**src/rtl/pin_arb_pkg.sv**
```systemverilog
`default_nettype none
// +----------------------------------------------------------------------+
// | Module      : pin_arb_pkg                                            |
// | Description : Shared constants and state type for the pin arbiter.   |
// | Revision    : 1.0                                                    |
// +----------------------------------------------------------------------+
package pin_arb_pkg;

   localparam int c_N_REQ_DEF    = 4;
   localparam int c_DATA_W_DEF   = 8;
   localparam int c_MAX_HOLD_DEF = 15;

   localparam logic [1:0] IDLE  = 2'd0;
   localparam logic [1:0] GRANT = 2'd1;
   localparam logic [1:0] TURN  = 2'd2;

   typedef enum logic [1:0] {
      ST_IDLE  = IDLE,
      ST_GRANT = GRANT,
      ST_TURN  = TURN
   } arb_state_t;

   // Position k steps after p in a ring of n slots; k < n and p < n.
   function automatic int f_ring_slot(input int p, input int k, input int n);
      int s;
      s = p + k;
      if (s >= n) begin
         s = s - n;
      end
      return s;
   endfunction

endpackage : pin_arb_pkg
`default_nettype wire

```
**src/rtl/pin_arbiter_rr_pick.sv**
```systemverilog
`default_nettype none
// +----------------------------------------------------------------------+
// | Module      : rr_pick                                                |
// | Description : Combinational rotating-priority picker starting at ptr.|
// | Revision    : 1.0                                                    |
// +----------------------------------------------------------------------+
module rr_pick
   import pin_arb_pkg::*;
#(
   parameter int N_REQ = c_N_REQ_DEF,
   parameter int PTR_W = $clog2(N_REQ)
) (
   input  logic [N_REQ-1:0] req,
   input  logic [PTR_W-1:0] ptr,
   output logic             valid,
   output logic [N_REQ-1:0] sel,
   output logic [PTR_W-1:0] idx
);

   // Scan from the lowest priority upward so the slot nearest ptr wins last.
   always_comb begin
      valid = 1'b0;
      sel   = '0;
      idx   = '0;
      for (int k = N_REQ - 1; k >= 0; k--) begin
         if (req[f_ring_slot(int'(ptr), k, N_REQ)]) begin
            valid = 1'b1;
            sel   = '0;
            sel[f_ring_slot(int'(ptr), k, N_REQ)] = 1'b1;
            idx   = PTR_W'(f_ring_slot(int'(ptr), k, N_REQ));
         end
      end
   end

endmodule : rr_pick
`default_nettype wire

```
**src/rtl/pin_arbiter.sv**
```systemverilog
`default_nettype none
// +----------------------------------------------------------------------+
// | Module      : pin_arbiter                                            |
// | Description : Round-robin owner of a shared output pin bus with a    |
// |               hold limit and one turnaround cycle between owners.    |
// | Revision    : 1.0                                                    |
// +----------------------------------------------------------------------+
module pin_arbiter
   import pin_arb_pkg::*;
#(
   parameter int N_REQ    = c_N_REQ_DEF,
   parameter int DATA_W   = c_DATA_W_DEF,
   parameter int MAX_HOLD = c_MAX_HOLD_DEF
) (
   input  logic                    clk,
   input  logic                    rst_n,
   input  logic [N_REQ-1:0]        req,
   input  logic [N_REQ*DATA_W-1:0] data_in,
   output logic [N_REQ-1:0]        grant,
   output logic [DATA_W-1:0]       bus_out,
   output logic                    busy,
   output logic                    timeout
);

   localparam int PTR_W  = $clog2(N_REQ);
   localparam int HOLD_W = $clog2(MAX_HOLD + 1);

   localparam logic [PTR_W-1:0]  c_LAST_IDX = PTR_W'(N_REQ - 1);
   localparam logic [HOLD_W-1:0] c_HOLD_END = HOLD_W'(MAX_HOLD - 1);

   arb_state_t        r_state,   w_state;
   logic [PTR_W-1:0]  r_ptr,     w_ptr;
   logic [PTR_W-1:0]  r_owner,   w_owner;
   logic [HOLD_W-1:0] r_hold,    w_hold;
   logic [N_REQ-1:0]  r_grant,   w_grant;
   logic              r_timeout, w_timeout;

   logic              w_valid;
   logic [N_REQ-1:0]  w_sel;
   logic [PTR_W-1:0]  w_idx;
   logic [PTR_W-1:0]  w_ptr_after_owner;
   logic [DATA_W-1:0] w_bus;

   rr_pick #(
      .N_REQ (N_REQ),
      .PTR_W (PTR_W)
   ) u_rr_pick (
      .req   (req),
      .ptr   (r_ptr),
      .valid (w_valid),
      .sel   (w_sel),
      .idx   (w_idx)
   );

   assign w_ptr_after_owner = (r_owner == c_LAST_IDX) ? '0 : r_owner + 1'b1;

   always_ff @(posedge clk) begin
      if (!rst_n) begin
         r_state   <= ST_IDLE;
         r_ptr     <= '0;
         r_owner   <= '0;
         r_hold    <= '0;
         r_grant   <= '0;
         r_timeout <= 1'b0;
      end else begin
         r_state   <= w_state;
         r_ptr     <= w_ptr;
         r_owner   <= w_owner;
         r_hold    <= w_hold;
         r_grant   <= w_grant;
         r_timeout <= w_timeout;
      end
   end

   always_comb begin
      w_state   = r_state;
      w_ptr     = r_ptr;
      w_owner   = r_owner;
      w_hold    = r_hold;
      w_grant   = r_grant;
      w_timeout = 1'b0;

      case (r_state)
         ST_IDLE, ST_TURN: begin
            if (w_valid) begin
               w_state = ST_GRANT;
               w_grant = w_sel;
               w_owner = w_idx;
               w_hold  = '0;
            end else begin
               w_state = ST_IDLE;
               w_grant = '0;
            end
         end

         ST_GRANT: begin
            // Release takes precedence so a voluntary drop never flags a timeout.
            if (!req[r_owner]) begin
               w_state = ST_TURN;
               w_grant = '0;
               w_ptr   = w_ptr_after_owner;
               w_hold  = '0;
            end else if (r_hold == c_HOLD_END) begin
               w_state   = ST_TURN;
               w_grant   = '0;
               w_ptr     = w_ptr_after_owner;
               w_hold    = '0;
               w_timeout = 1'b1;
            end else begin
               w_hold = r_hold + 1'b1;
            end
         end

         default: begin
            w_state = ST_IDLE;
            w_grant = '0;
            w_hold  = '0;
         end
      endcase
   end

   always_comb begin
      w_bus = '0;
      for (int i = 0; i < N_REQ; i++) begin
         if (r_grant[i]) begin
            w_bus = w_bus | data_in[i*DATA_W +: DATA_W];
         end
      end
   end

   assign grant   = r_grant;
   assign bus_out = w_bus;
   assign busy    = |r_grant;
   assign timeout = r_timeout;

endmodule : pin_arbiter
`default_nettype wire

```
**config.mk**
```make
export PLATFORM = sky130hd
export DESIGN_NAME = pin_arbiter
export DESIGN_NICKNAME = d
export VERILOG_FILES = /design/src/rtl/pin_arb_pkg.sv /design/src/rtl/pin_arbiter_rr_pick.sv /design/src/rtl/pin_arbiter.sv
export SDC_FILE = /design/constraint.sdc
export NUM_CORES = 1
export LEC_CHECK = 0
export ABC_AREA = 1
export CORE_MARGIN = 3
export CORE_UTILIZATION = 43
export CTS_CLUSTER_SIZE = 25
export DETAILED_ROUTE_END_ITERATION = 12
export GPL_TIMING_DRIVEN = 0
export PLACE_DENSITY = 0.8
export SYNTH_ARGS = -nofsm -noshare
export SYNTH_HDL_FRONTEND = slang
export SYNTH_SLANG_ARGS = --single-unit
```
**constraint.sdc**
```tcl
create_clock -name clk -period 2.4 [get_ports clk]
set_input_delay 0.36 -clock clk [delete_from_list [all_inputs] [get_ports clk]]
set_output_delay 0.36 -clock clk [all_outputs]
set_load 0.005 [all_outputs]
```
==> results of run 1 <==
-- synth_stat cells (2+ instances only) --
library cell and instances:
a21oi_1 22, clkbuf_1 4, dfxtp_1 15, ha_1 9
inv_1 29, nand2_1 66, nand2_2 4, nand3_1 16
nand3_2 3, nand4_1 10, nor2_1 11, nor4_1 2
o21ai_0 5, o21ai_1 3
-- metrics by stage --
stage | total power [mW] | setup WS [ns] | util, % | hold slack (ns) | instance area, um2
floorplan | 0.682 | 0.663 | - | 0.448 | 1280
global placement | 0.930 | 0.405 | 65.1 | 0.466 | 1830
detailed placement | 0.939 | 0.385 | 65.1 | 0.471 | 1830
CTS | 1.09 | 0.189 | 66.1 | 0.484 | 1850
global route | 1.17 | 0.106 | 66.1 | 0.520 | 1850
finish | 1.07 | 0.213 | 66.1 | 0.481 | 1850
-- state kept, by name, summed over array words and instances (netlist names) --
signal	cells
r_ptr	2
r_owner	2
grant	4
r_hold	4
r_state	2
timeout	1
-- cells by family (layout without fill, tap and decap cells) --
group	after synthesis	count (layout)	share of synthesized area, %
buffers and inverters	36	91	11.2
flip-flops	15	15	23.5
AO/OA/AOI/OAI	31	31	12.2
adder cells (fa/ha/maj)	9	9	8.82
AND/OR/NAND/NOR	119	119	44.3
-- layout make-up --
class | instances | share of cell area (%)
plain buffers | 5 | 1.42
clock buffers | 3 | 1.21
clock inverters | 1 | 0.270
inverters | 31 | 6.28
multi-input cells | 159 | 45.0
flip-flops and latches | 15 | 16.2
well taps | 31 | 2.09
repair buffers | 51 | 27.5
-- routing by layer --
metal	routed length (um)	GRT usage, %	vias to the layer above
li1	-	-	794
met1	1510	23.7	648
met2	1520	31.3	48
met3	331	5.74	0
met4	0	2.79	0
met5	0	0	-
-- worst max-delay path: cells and delay by family (launching register included) --
family	cells	cell delay, ns
flip-flops	1	0.32
buffers and inverters	2	0.67
AND/OR/NAND/NOR	1	0.55
-- worst min-delay path by stage --
stage | end | slack, ns | depth (start not counted)
after floorplan | r_hold[3]$_SDFFE_PN0P_ | 0.45 | 2
after global placement | r_hold[3]$_SDFFE_PN0P_ | 0.47 | 2
after detailed placement | r_hold[3]$_SDFFE_PN0P_ | 0.47 | 2
after CTS | r_hold[3]$_SDFFE_PN0P_ | 0.48 | 2
after global routing | r_hold[3]$_SDFFE_PN0P_ | 0.52 | 2
final | r_hold[3]$_SDFFE_PN0P_ | 0.48 | 2
-- power breakdown --
part	leakage (nW)	internal, mW	switching (mW)	total, mW
registers	0.123	0.279	0.0296	0.308
logic	0.670	0.304	0.317	0.622
clock network	0.0177	0.0619	0.0786	0.140
total	0.810	0.645	0.425	1.07
==> impl_metrics.ini, run 1 <==
[layout]
regArea_um2 = 300
layout.cells.non_filler = 296
nFillCells = 280
nNetsFinal = 313
final_cell_mix = nand2_1, clkdlybuf4s50_1, inv_1
syn_to_final_growth_pct = 45.2
multi_input_area_um2 = 835
num_antenna_cells = 0
final_common_cell = nand2_1
drive_above_1_share_pct = 6.42

[route]
vias = 1490
antenna_left = 0
vias_per_cell = 5.03
drcViolationCount = 0
drt_wl_total_mm = 3.37
routedWlPerCell_um = 11.4
detail_route.first_pass.iterations = 4
drtIter0Drc = 60

[critical_path]
timing.rr.start = r_ptr[0]$_SDFFE_PN0P_
r2r_end = r_owner[0]$_SDFFE_PN0P_
cpPeakStageDelay_ns = 0.55
critical-path-slowest-cell = or4_1
critPathLaunchType = register
endpoint_kind = output pin
crit_arrival_ns = 1.83
endpoint = busy
critPathRequiredTime_ns = 2.04
cp-startpoint = grant[0]$_SDFFE_PN0P_
ff2ff_setup_slack_ns = 0.37
worst-path-max-fanout = 10
worstPathCellList = clkbuf_1, or4_1, clkdlybuf4s50_1
critPathKind = register to output pin
rr_worst_depth = 11

[global_route]
grt_pass1_vias = 1223
grt_pass1_wl_mm = 5.22
antenna_found_initial = 0
grt_max_degree = 13
grt-ovfl-total = 0
grt_use_total_pct = 18.5

[power]
peakVddDrop_uv = 382
p_leak_nw = 0.810
power.density_nw_per_um2 = 577

[floorplan]
dieArea_um2 = 3660
die_h_um = 60.5
io_pins = 52
placementRows = 19
die_x_um = 60.5
initial_core_util_pct = 45.5
core_region_area_um2 = 2810

[worst_hold_path]
hold_class = register to register
hp-start = r_hold[3]$_SDFFE_PN0P_

[yosys]
synth-main-ff-cell = dfxtp_1
synth_seq_cells = 15
yosys.area.top_type = dfxtp_1
ys_seq_area_share_pct = 23.5
syn_inst = 210
async_flop_share_pct = 0
synth_area_leaders = dfxtp_1, nand2_1, ha_1
syn_nets = 257
yosys_warnings = 0
synth_top_area_share_pct = 23.5
synth_edf_count = 0
synth_cell_types = 25
netlist_area_um2 = 1280
syn_avg_cell_area_um2 = 6.08

[cts]
cts_buffers = 3
cts-htree-levels = 1
holdBufCountCts = 0
clockBufferDepth = 2
cts.sinks = 15
tritoncts = built
clock_latency_ns = 0.29
ctsResizeCount = 0
post-cts-setup-buffer-count = 0
path_clk_slew_ns = 0.09
cts_root_buffer = clkbuf_4

[sta]
slew_violations = 0
final.min_clock_period_ns = 2.19
hold_viol = 0
worst_pin_slew_ns = 0.433
setup_viol = 0
clock_skew_ns = 0.0100
fin_crit_sh_pct = 91.1
relSlewSlack_pct = 71.1
fmax_mhz = 457
rsz0062_at_grt = no
fin_tns_setup_ns = 0

[status]
status = finished, final reports clean

[placed_design]
port_buffers = 51
hpwl_mm = 2.76
dp_cells = 292
gp_congestion = 0.814

[run]
maxCapViolCount = 0
Note: power is estimated with default switching activity, not from simulation.
==> inputs of run 2 (changes only) <==
--- a/config.mk
+++ b/config.mk
@@ -7,11 +7,12 @@
 export LEC_CHECK = 0
 export ABC_AREA = 1
 export CORE_MARGIN = 3
-export CORE_UTILIZATION = 43
+export CORE_UTILIZATION = 62
 export CTS_CLUSTER_SIZE = 25
 export DETAILED_ROUTE_END_ITERATION = 12
+export DONT_BUFFER_PORTS = 1
 export GPL_TIMING_DRIVEN = 0
-export PLACE_DENSITY = 0.8
+export PLACE_DENSITY = 0.78
 export SYNTH_ARGS = -nofsm -noshare
 export SYNTH_HDL_FRONTEND = slang
 export SYNTH_SLANG_ARGS = --single-unit
==> run 2 against run 1 <==
Net effect: highest routed layer is now met4; register-to-register slack got worse by 0.03 ns; fmax increased by 6.1%; critical endpoint is now grant[1]$_SDFFE_PN0P_; critical path type is now register to register; worst hold slack got worse by 0.27 ns; combinational power decreased by 27%.
==> impl_metrics.ini, run 2 (synthesis gave the netlist of run 1 again) <==
[critical_path]
critPathLaunchType = register
cp-startpoint = r_ptr[0]$_SDFFE_PN0P_
cpPeakStageDelay_ns = 0.59
r2r_end = grant[1]$_SDFFE_PN0P_
rr_worst_depth = 11
worstPathCellList = inv_2, ha_1, inv_1, nand3_2, nand2_2, buf_6, nor2_1, nand2_1, nand3_1, nand2_1, a21oi_1
worst-path-max-fanout = 12
timing.rr.start = r_ptr[0]$_SDFFE_PN0P_
path_common_cell = nand2_1
ff2ff_setup_slack_ns = 0.34
endpoint = grant[1]$_SDFFE_PN0P_
critPathRequiredTime_ns = 2.62
endpoint_kind = register
critPathKind = register to register
critical-path-slowest-cell = dfxtp_1
crit_arrival_ns = 2.28

[sta]
clock_skew_ns = 0.00213
setup_viol = 0
fmax_mhz = 485
relSlewSlack_pct = 71.0
worst_pin_slew_ns = 0.434
hold_viol = 0
fin_crit_sh_pct = 85.9
final.min_clock_period_ns = 2.06
rsz0062_at_grt = no
slew_violations = 0
fin_tns_setup_ns = 0

[status]
status = finished, final reports clean

[layout]
drive_above_1_share_pct = 7.48
nNetsFinal = 262
final_common_cell = nand2_1
num_antenna_cells = 0
final_cell_mix = nand2_1, inv_1, a21oi_1
syn_to_final_growth_pct = 4.51

[route]
vias = 1373
vias_per_cell = 5.74
drt_wl_total_mm = 3.04
routedWlPerCell_um = 12.7
drtIter0Drc = 40
drcViolationCount = 0
antenna_left = 0
detail_route.first_pass.iterations = 4

[cts]
cts_root_buffer = clkbuf_4
path_clk_slew_ns = 0.09
ctsResizeCount = 0
tritoncts = built
clock_latency_ns = 0.28
holdBufCountCts = 0
post-cts-setup-buffer-count = 0
clockBufferDepth = 2
cts.sinks = 15
cts-htree-levels = 1
cts_buffers = 3

[global_route]
grt_pass1_vias = 1199
grt_use_total_pct = 22.8
grt_pass1_wl_mm = 4.70
grt-ovfl-total = 0
antenna_found_initial = 0
grt_max_degree = 13

[power]
p_leak_nw = 0.613
power.density_nw_per_um2 = 683
total_power_mw = 0.912
peakVddDrop_uv = 456

[floorplan]
dieArea_um2 = 2640
die_h_um = 51.4
die_x_um = 51.4
core_region_area_um2 = 1840
initial_core_util_pct = 69.5
placementRows = 15
io_pins = 52

[placed_design]
gp_congestion = 0.898
hpwl_mm = 2.39
port_buffers = 0

[worst_hold_path]
hold_class = input pin to register

[run]
maxCapViolCount = 0
==> run 2: cell types whose count changed in the layout (fill, tap and decap cells not counted) <==
cell,delta
clkbuf_1,+1
clkdlybuf4s50_1,-51
clkinv_2,-1
==> run 2: cell type report <==
type                    instances  area (um2)
clock buffers                   4        26.3
inverters                      31         116
flip-flops and latches         15         300
multi-input cells             159         835
well taps                      25        31.3
plain buffers                   5        26.3
fillers                       159         504
==> run 2: worst max-delay path: cells and delay by family (launching register included) <==
family	cells	cell delay, ns
flops	1	0.59
simple gates	6	0.48
buf+inv	3	0.41
compound gates	1	0.11
fa+ha+maj	1	0.40
==> run 2: metal layers <==
metal	part of all wire [%]	track usage (%)	routed length [um]
met1	43	27.9	1310
met5	0	0	0
met4	0.76	7.42	23
met3	8.4	7.00	256
met2	48	37.7	1450
==> run 2: worst min path at each step <==
stage	from	end	slack [ns]	depth (start not counted)
detailed placement	r_hold[3]$_SDFFE_PN0P_	r_hold[3]$_SDFFE_PN0P_	0.47	2
floorplan	r_hold[3]$_SDFFE_PN0P_	r_hold[3]$_SDFFE_PN0P_	0.45	2
finish	rst_n	r_state[1]$_SDFFE_PN0P_	0.21	2
global placement	r_hold[3]$_SDFFE_PN0P_	r_hold[3]$_SDFFE_PN0P_	0.46	2
CTS	rst_n	r_ptr[0]$_SDFFE_PN0P_	0.21	2
global route	rst_n	r_hold[0]$_SDFFE_PN0P_	0.19	2
==> run 2: power by group <==
| group | internal [mW] | total (mW) | switching [mW] |
|---|---|---|---|
| logic | 0.158 | 0.454 | 0.296 |
| clock network | 0.0646 | 0.144 | 0.0790 |
| registers | 0.279 | 0.314 | 0.0351 |
==> run 2: stage by stage <==
step                utilization (%)  instances  setup WS (ns)  area (um2)  hold slack (ns)
floorplan                         -        210          0.663        1280            0.448
global placement               71.2        235          0.414        1310            0.460
detailed placement             71.2        235          0.394        1310            0.468
CTS                            72.6        239          0.377        1340            0.206
global route                   72.6        239          0.194        1340            0.193
finish                         72.6        239          0.338        1340            0.208
==> inputs of run 3 (changes only) <==
--- a/config.mk
+++ b/config.mk
@@ -7,12 +7,11 @@
 export LEC_CHECK = 0
 export ABC_AREA = 1
 export CORE_MARGIN = 3
-export CORE_UTILIZATION = 62
+export CORE_UTILIZATION = 43
 export CTS_CLUSTER_SIZE = 25
 export DETAILED_ROUTE_END_ITERATION = 12
-export DONT_BUFFER_PORTS = 1
 export GPL_TIMING_DRIVEN = 0
-export PLACE_DENSITY = 0.78
+export PLACE_DENSITY = 0.8
 export SYNTH_ARGS = -nofsm -noshare
 export SYNTH_HDL_FRONTEND = slang
 export SYNTH_SLANG_ARGS = --single-unit
==> results of run 3 <==
No change in the layout: final DEF, timing and power equal those of run 1.
